**config.mk**
```make
export PLATFORM = sky130hd
export DESIGN_NAME = load_store_unit_flat
export DESIGN_NICKNAME = d
export VERILOG_FILES = /design/src/rtl/lsu_pkg.sv /design/src/rtl/lsu_mem_if.sv /design/src/rtl/lsu_align.sv /design/src/rtl/load_store_unit.sv /design/src/flat_wrapper.sv
export SDC_FILE = /design/constraint.sdc
export NUM_CORES = 1
export LEC_CHECK = 0
export CORE_MARGIN = 2
export CORE_UTILIZATION = 30
export CTS_CLUSTER_DIAMETER = 80
export DETAILED_ROUTE_END_ITERATION = 10
export PLACE_DENSITY = 0.69
export REMOVE_ABC_BUFFERS = 1
export SLEW_MARGIN = 30
export SYNTH_ARGS = -nofsm -noshare
export SYNTH_HDL_FRONTEND = slang
export SYNTH_SLANG_ARGS = --single-unit
```
**constraint.sdc**
```tcl
create_clock -name clk -period 3.21 [get_ports clk]
set_clock_uncertainty 0.1 [all_clocks]
set_input_delay 0.642 -clock clk [delete_from_list [all_inputs] [get_ports clk]]
set_output_delay 0.642 -clock clk [all_outputs]
set_load 0.01 [all_outputs]
```
**src/rtl/lsu_pkg.sv**
```systemverilog
`default_nettype none
// ============================================================================
// Module      : lsu_pkg
// Description : Shared encodings for the load/store unit.
// Revision    : 1.0 - initial release
// ============================================================================
package lsu_pkg;

    localparam logic [2:0] F3_B  = 3'b000;
    localparam logic [2:0] F3_H  = 3'b001;
    localparam logic [2:0] F3_W  = 3'b010;
    localparam logic [2:0] F3_BU = 3'b100;
    localparam logic [2:0] F3_HU = 3'b101;

    localparam logic [1:0] SZ_B = 2'b00;
    localparam logic [1:0] SZ_H = 2'b01;

    typedef enum logic [1:0] {
        ST_IDLE = 2'd0,
        ST_REQ  = 2'd1,
        ST_WAIT = 2'd2,
        ST_RESP = 2'd3
    } state_e;

    // Unsigned sizes exist only for loads; everything else must be naturally aligned.
    function automatic logic access_err(input logic we, input logic [2:0] f3,
                                        input logic [1:0] off);
        logic err;
        case (f3)
            F3_B:         err = 1'b0;
            F3_H:         err = off[0];
            F3_W:         err = (off != 2'b00);
            F3_BU:        err = we;
            F3_HU:        err = we | off[0];
            default:      err = 1'b1;
        endcase
        return err;
    endfunction

endpackage
`default_nettype wire

```
**src/rtl/lsu_mem_if.sv**
```systemverilog
`default_nettype none
// ============================================================================
// Module      : lsu_mem_if
// Description : Request/grant/read-valid data-memory bus.
// Revision    : 1.0 - initial release
// ============================================================================
interface lsu_mem_if #(
    parameter int ADDR_W = 10
);
    logic              req;
    logic              we;
    logic [ADDR_W-1:0] addr;
    logic [3:0]        be;
    logic [31:0]       wdata;
    logic              gnt;
    logic              rvalid;
    logic [31:0]       rdata;

    modport master (output req, we, addr, be, wdata, input gnt, rvalid, rdata);
    modport slave  (input req, we, addr, be, wdata, output gnt, rvalid, rdata);
endinterface
`default_nettype wire

```
**src/rtl/lsu_align.sv**
```systemverilog
`default_nettype none
// ============================================================================
// Module      : lsu_align
// Description : Byte-enable / write-lane generation and load-lane extraction.
// Revision    : 1.0 - initial release
// ============================================================================
module lsu_align
    import lsu_pkg::*;
(
    input  logic [1:0]  size_i,
    input  logic        uns_i,
    input  logic [1:0]  off_i,
    input  logic [31:0] wdata_i,
    input  logic [31:0] rdata_i,
    output logic [3:0]  be_o,
    output logic [31:0] wdata_o,
    output logic [31:0] rdata_o
);
    logic [31:0] w_lane;

    assign w_lane = rdata_i >> {off_i, 3'b000};

    always_comb begin
        case (size_i)
            SZ_B: begin
                be_o    = 4'b0001 << off_i;
                wdata_o = {4{wdata_i[7:0]}};
                rdata_o = {{24{w_lane[7] & ~uns_i}}, w_lane[7:0]};
            end
            SZ_H: begin
                be_o    = 4'b0011 << off_i;
                wdata_o = {2{wdata_i[15:0]}};
                rdata_o = {{16{w_lane[15] & ~uns_i}}, w_lane[15:0]};
            end
            default: begin
                be_o    = 4'b1111;
                wdata_o = wdata_i;
                rdata_o = rdata_i;
            end
        endcase
    end
endmodule
`default_nettype wire

```
**src/rtl/load_store_unit.sv**
```systemverilog
`default_nettype none
// ============================================================================
// Module      : load_store_unit
// Description : Single-outstanding load/store bus initiator with timeout.
// Revision    : 1.0 - initial release
// ============================================================================
module load_store_unit
    import lsu_pkg::*;
#(
    parameter int ADDR_W  = 10,
    parameter int TIMEOUT = 15
) (
    input  logic        clk,
    input  logic        rst_n,
    input  logic        req_valid_i,
    output logic        req_ready_o,
    input  logic        req_we_i,
    input  logic [2:0]  req_funct3_i,
    input  logic [31:0] req_addr_i,
    input  logic [31:0] req_wdata_i,
    output logic        rsp_valid_o,
    output logic [31:0] rsp_rdata_o,
    output logic        rsp_err_o,
    lsu_mem_if.master   mem
);
    localparam int CNT_W = $clog2(TIMEOUT + 1);

    state_e             state_q, state_d;
    logic               we_q;
    logic [2:0]         f3_q;
    logic [ADDR_W+1:0]  addr_q;
    logic [31:0]        wdata_q;
    logic [31:0]        rdata_q;
    logic               err_q;
    logic [CNT_W-1:0]   cnt_q;

    logic               w_accept;
    logic               w_req_err;
    logic               w_timeout;
    logic [3:0]         w_be;
    logic [31:0]        w_wdata;
    logic [31:0]        w_ext;
    logic               w_unused;

    assign w_unused  = ^req_addr_i[31:ADDR_W+2];
    assign w_accept  = (state_q == ST_IDLE) && req_valid_i;
    assign w_req_err = access_err(req_we_i, req_funct3_i, req_addr_i[1:0]);
    // Fires in the TIMEOUT-th cycle spent in REQ or WAIT.
    assign w_timeout = (cnt_q == CNT_W'(TIMEOUT - 1));

    lsu_align u_align (
        .size_i  (f3_q[1:0]),
        .uns_i   (f3_q[2]),
        .off_i   (addr_q[1:0]),
        .wdata_i (wdata_q),
        .rdata_i (mem.rdata),
        .be_o    (w_be),
        .wdata_o (w_wdata),
        .rdata_o (w_ext)
    );

    always_ff @(posedge clk or negedge rst_n) begin
        if (!rst_n) state_q <= ST_IDLE;
        else        state_q <= state_d;
    end

    // Grant / read-valid take priority over a timeout in the same cycle.
    always_comb begin
        state_d = state_q;
        case (state_q)
            ST_IDLE: if (req_valid_i) state_d = w_req_err ? ST_RESP : ST_REQ;
            ST_REQ: begin
                if (mem.gnt)        state_d = we_q ? ST_RESP : ST_WAIT;
                else if (w_timeout) state_d = ST_RESP;
            end
            ST_WAIT: if (mem.rvalid || w_timeout) state_d = ST_RESP;
            ST_RESP: state_d = ST_IDLE;
            default: state_d = ST_IDLE;
        endcase
    end

    always_comb begin
        req_ready_o = (state_q == ST_IDLE);
        rsp_valid_o = (state_q == ST_RESP);
        rsp_err_o   = (state_q == ST_RESP) && err_q;
        rsp_rdata_o = (state_q == ST_RESP) ? rdata_q : 32'd0;
        mem.req     = (state_q == ST_REQ);
        mem.we      = (state_q == ST_REQ) && we_q;
        mem.addr    = (state_q == ST_REQ) ? addr_q[ADDR_W+1:2] : '0;
        mem.be      = (state_q == ST_REQ) ? w_be : 4'd0;
        mem.wdata   = (state_q == ST_REQ) ? w_wdata : 32'd0;
    end

    always_ff @(posedge clk or negedge rst_n) begin
        if (!rst_n) begin
            we_q    <= 1'b0;
            f3_q    <= 3'd0;
            addr_q  <= '0;
            wdata_q <= 32'd0;
            rdata_q <= 32'd0;
            err_q   <= 1'b0;
            cnt_q   <= '0;
        end else begin
            if (w_accept) begin
                we_q    <= req_we_i;
                f3_q    <= req_funct3_i;
                addr_q  <= req_addr_i[ADDR_W+1:0];
                wdata_q <= req_wdata_i;
                rdata_q <= 32'd0;
                err_q   <= w_req_err;
            end
            if (state_d != state_q)
                cnt_q <= '0;
            else if (state_q == ST_REQ || state_q == ST_WAIT)
                cnt_q <= cnt_q + 1'b1;
            if (state_q == ST_REQ && !mem.gnt && w_timeout)
                err_q <= 1'b1;
            if (state_q == ST_WAIT) begin
                if (mem.rvalid)     rdata_q <= w_ext;
                else if (w_timeout) err_q   <= 1'b1;
            end
        end
    end
endmodule
`default_nettype wire

```
**src/flat_wrapper.sv**
```systemverilog
// flat-port wrapper written by rule: the top's interface ports become plain ports
module load_store_unit_flat import lsu_pkg::*;
#(
    parameter int ADDR_W  = 10,
    parameter int TIMEOUT = 15
)
  (clk, rst_n, req_valid_i, req_ready_o, req_we_i, req_funct3_i, req_addr_i, req_wdata_i, rsp_valid_o, rsp_rdata_o, rsp_err_o, mem_req, mem_we, mem_addr, mem_be, mem_wdata, mem_gnt, mem_rvalid, mem_rdata);
  lsu_mem_if #(.ADDR_W(ADDR_W)) mem_i ();
  input  logic clk;
  input  logic rst_n;
  input  logic req_valid_i;
  output logic req_ready_o;
  input  logic req_we_i;
  input  logic [2:0] req_funct3_i;
  input  logic [31:0] req_addr_i;
  input  logic [31:0] req_wdata_i;
  output logic rsp_valid_o;
  output logic [31:0] rsp_rdata_o;
  output logic rsp_err_o;
  output wire logic [$bits(mem_i.req)-1:0] mem_req;
  output wire logic [$bits(mem_i.we)-1:0] mem_we;
  output wire logic [$bits(mem_i.addr)-1:0] mem_addr;
  output wire logic [$bits(mem_i.be)-1:0] mem_be;
  output wire logic [$bits(mem_i.wdata)-1:0] mem_wdata;
  input wire logic [$bits(mem_i.gnt)-1:0] mem_gnt;
  input wire logic [$bits(mem_i.rvalid)-1:0] mem_rvalid;
  input wire logic [$bits(mem_i.rdata)-1:0] mem_rdata;
  assign mem_req = mem_i.req;
  assign mem_we = mem_i.we;
  assign mem_addr = mem_i.addr;
  assign mem_be = mem_i.be;
  assign mem_wdata = mem_i.wdata;
  assign mem_i.gnt = mem_gnt;
  assign mem_i.rvalid = mem_rvalid;
  assign mem_i.rdata = mem_rdata;
  load_store_unit #(.ADDR_W(ADDR_W), .TIMEOUT(TIMEOUT)) u_core (.clk(clk), .rst_n(rst_n), .req_valid_i(req_valid_i), .req_ready_o(req_ready_o), .req_we_i(req_we_i), .req_funct3_i(req_funct3_i), .req_addr_i(req_addr_i), .req_wdata_i(req_wdata_i), .rsp_valid_o(rsp_valid_o), .rsp_rdata_o(rsp_rdata_o), .rsp_err_o(rsp_err_o), .mem(mem_i));
endmodule
```
==> results.yml <==
outcome:
  status: "completed"
final_layout:
  drive_gt1_share_pct: 15.8
  nFillCells: 1522
  layout_commonest_cell: "clkdlybuf4s50_1"
  final_nets: 746
  instances_no_fill: 854
  utilization_pct: 44.8
  ff_latch_area_um2: 2180
  multiInputGateArea_um2: 2580
  antennaDiodeCount: 0
  layout_common_cells: "clkdlybuf4s50_1 (166), dfrtp_1 (86), and2_1 (61), mux2_2 (55), nand2_1 (36)"
  syn2layout_area_growth_pct: 45.1
clock_network:
  h-tree-depth: 3
  clockBufferDepth: 2
  cts_root_buffer: "clkbuf_16"
  cts_buffers: 9
  cts_hold_buffers: 0
  cts_num_sinks: 87
  clk_latency_ps: 340
  cts_tree: "done"
  path_clk_slew_ps: 60
worst_setup_path:
  arrival_ps: 2330
  startpoint: "u_core.state_q[1]"
  reg2reg_slack_ps: 750
  crit_slowest_cell: "clkdlybuf4s50_1"
  startpoint_type: "flip-flop"
  slowest_delay_ps: 600
  crit_family: "buffers and inverters"
  crit_chain: "inv_1 -> ha_2 -> buf_12 -> a21boi_0 -> clkdlybuf4s50_1"
  path_max_fanout: 50
  crit_path_end_kind: "output port"
  r2r-start: "u_core.state_q[0]"
  required_ps: 2470
  crit_buf_inv: 3
  crit_type: "reg -> out"
  rr_worst_depth: 6
  r2r-end: "u_core.cnt_q[0]"
detailed_routing:
  via_per_inst: 5.01
  drt-initial-drc-count: 226
  routedWlPerCell_um: 17.3
  drt_pre_antenna_iters: 5
  drc: 0
  ant_nets: 0
  vias: 4279
  wl_um: 14700
place:
  detailed_place_hpwl_um: 10800
  port_buffers: 167
  place_inst: 838
  gp_congestion: 0.863
global_route:
  track_usage_pct: 17.2
  grt_first_pass_wirelength_um: 23700
  antenna_found_initial: 0
  first_global_vias: 4536
  grt_overflow: 0
  grt_max_degree: 51
yosys:
  synth_edf_count: 0
  ys_seq_area_share_pct: 44.1
  post_synth_instance_area_um2: 4940
  synth_cell_types: 46
  yosys.area_share.adder_pct: 2.03
  synth_xor_area_share_pct: 0.710
  synth_warnings: 0
  netlist_instances: 473
  synth-simple-area-share_pct: 16.8
  synth_compound_area_share_pct: 14.8
  syn_area_per_cell_um2: 10.4
  async_flop_share_pct: 100
  yosys_register_bits: 87
  synth_top_family_by_area: "multiplexers"
  synth_ff_type: "dfrtp_1"
  synthMuxAreaShare_pct: 17.7
die:
  io_pins: 188
  core-area_um2: 16000
  die_y_um: 132
  die_w_um: 132
  rows: 46
  die-area_um2: 17500
  initial_core_util_pct: 30.8
run:
  drv_cap: 0
timing:
  hold_violations: 0
  fmax_mhz: 325
  fin_crit_ps: 3070
  holdWs_ps: 205
  setup_viol: 0
  worstMarginPinSlew_ps: 871
  finalCritPeriodShare_pct: 95.8
  slew_headroom_pct: 41.5
  drv_slew: 0
  rsz0062_at_grt: "no"
  fin_tns_setup_ps: 0
hold_path:
  hold_class: "in -> async"
power_and_ir_drop:
  finalPower_w: 0.00644
  p_leak_nw: 2.96
  ir_drop_v: 0.000335
  cellPowerDensity_nw_per_um2: 900
[timing repair]
action | in CTS | in global routing
gates resized for setup | 0 | 1
endpoints found under the setup margin | 0 | 1
buffers inserted | 0 | 0
[final cells by class]
| type | instances | share of cell area [%] |
|---|---|---|
| Inverter | 9 | 0.472 |
| Multi-Input combinational cell | 345 | 36.1 |
| Tap cell | 216 | 3.77 |
| Sequential cell | 87 | 30.4 |
| Clock buffer | 14 | 3.97 |
| Clock inverter | 2 | 0.175 |
| Timing Repair Buffer | 181 | 25.1 |
[cells in the mapped netlist, types with 2 or more instances]
cell type / n / area (um2)
o21ba_2: 7 / 70.1
buf_1: 3 / 11.3
dfrtp_1: 87 / 2180
nor4_1: 6 / 37.5
nand3_1: 3 / 15.0
a21boi_0: 8 / 60.1
inv_1: 8 / 30.0
nand3b_1: 2 / 15.0
o21ai_0: 23 / 115
ha_1: 8 / 100
a32o_1: 2 / 20.0
mux2i_1: 22 / 220
and2_1: 61 / 382
nor3_1: 2 / 10.0
clkbuf_1: 15 / 56.3
nand2_1: 37 / 139
mux2_2: 55 / 619
buf_6: 3 / 33.8
o31ai_1: 2 / 15.0
a21oi_1: 19 / 95.1
xnor2_1: 2 / 17.5
nor2_1: 19 / 71.3
and3_1: 2 / 12.5
xor2_1: 2 / 17.5
buf_2: 10 / 50.1
a222oi_1: 7 / 70.1
a211oi_1: 2 / 15.0
a221o_1: 16 / 160
nor2b_1: 19 / 119
o21a_1: 3 / 22.5
a31oi_1: 3 / 18.8
[layer usage]
metal | share of wire (%) | vias up | wire length [um] | track usage (%)
li1 | - | 2007 | - | -
met1 | 41 | 2078 | 6080 | 19.9
met2 | 48 | 175 | 7090 | 29.7
met3 | 8.9 | 19 | 1310 | 5.31
met4 | 1.7 | 0 | 257 | 6.63
met5 | 0 | - | 0 | 0
[power breakdown]
group	internal, W	switching [W]	total, W
registers	0.00163	0.000388	0.00202
logic	0.00180	0.00158	0.00338
clock network	0.000609	0.000435	0.00104
[kinds of logic (layout without fill, tap and decap cells)]
kind of cell,count (synthesis),after routing
compound gates,99,99
xor+xnor,4,4
fa+ha+maj,8,8
buf+inv,41,206
flops,87,87
mux,79,79
simple gates,155,155
[worst max-delay path by stage]
stage                                     to  slack (ps)  depth (start not counted)
after floorplan             u_core.addr_q[0]         590                          4
after global placement    u_core.rdata_q[23]         510                          4
after detailed placement  u_core.rdata_q[31]         440                          4
after CTS                      mem_wdata[11]          90                          5
after global routing           mem_wdata[13]          20                          5
final                           mem_wdata[8]         140                          5
[flip-flops by register name, summed over array words and instances, names as in the netlist]
register	flops
u_core.err_q	1
u_core.f3_q	3
u_core.rdata_q	32
u_core.addr_q	12
u_core.state_q	2
u_core.cnt_q	4
u_core.we_q	1
u_core.wdata_q	32
[metrics by stage]
| step | setup slack (ps) | cell area (um2) |
|---|---|---|
| finish | 136 | 7160 |
| global route | 22.0 | 7160 |
| CTS | 93.8 | 7150 |
| detailed placement | 442 | 6850 |
| global placement | 508 | 6850 |
| floorplan | 588 | 4780 |
No activity file was read; power rests on OpenSTA's default activity.
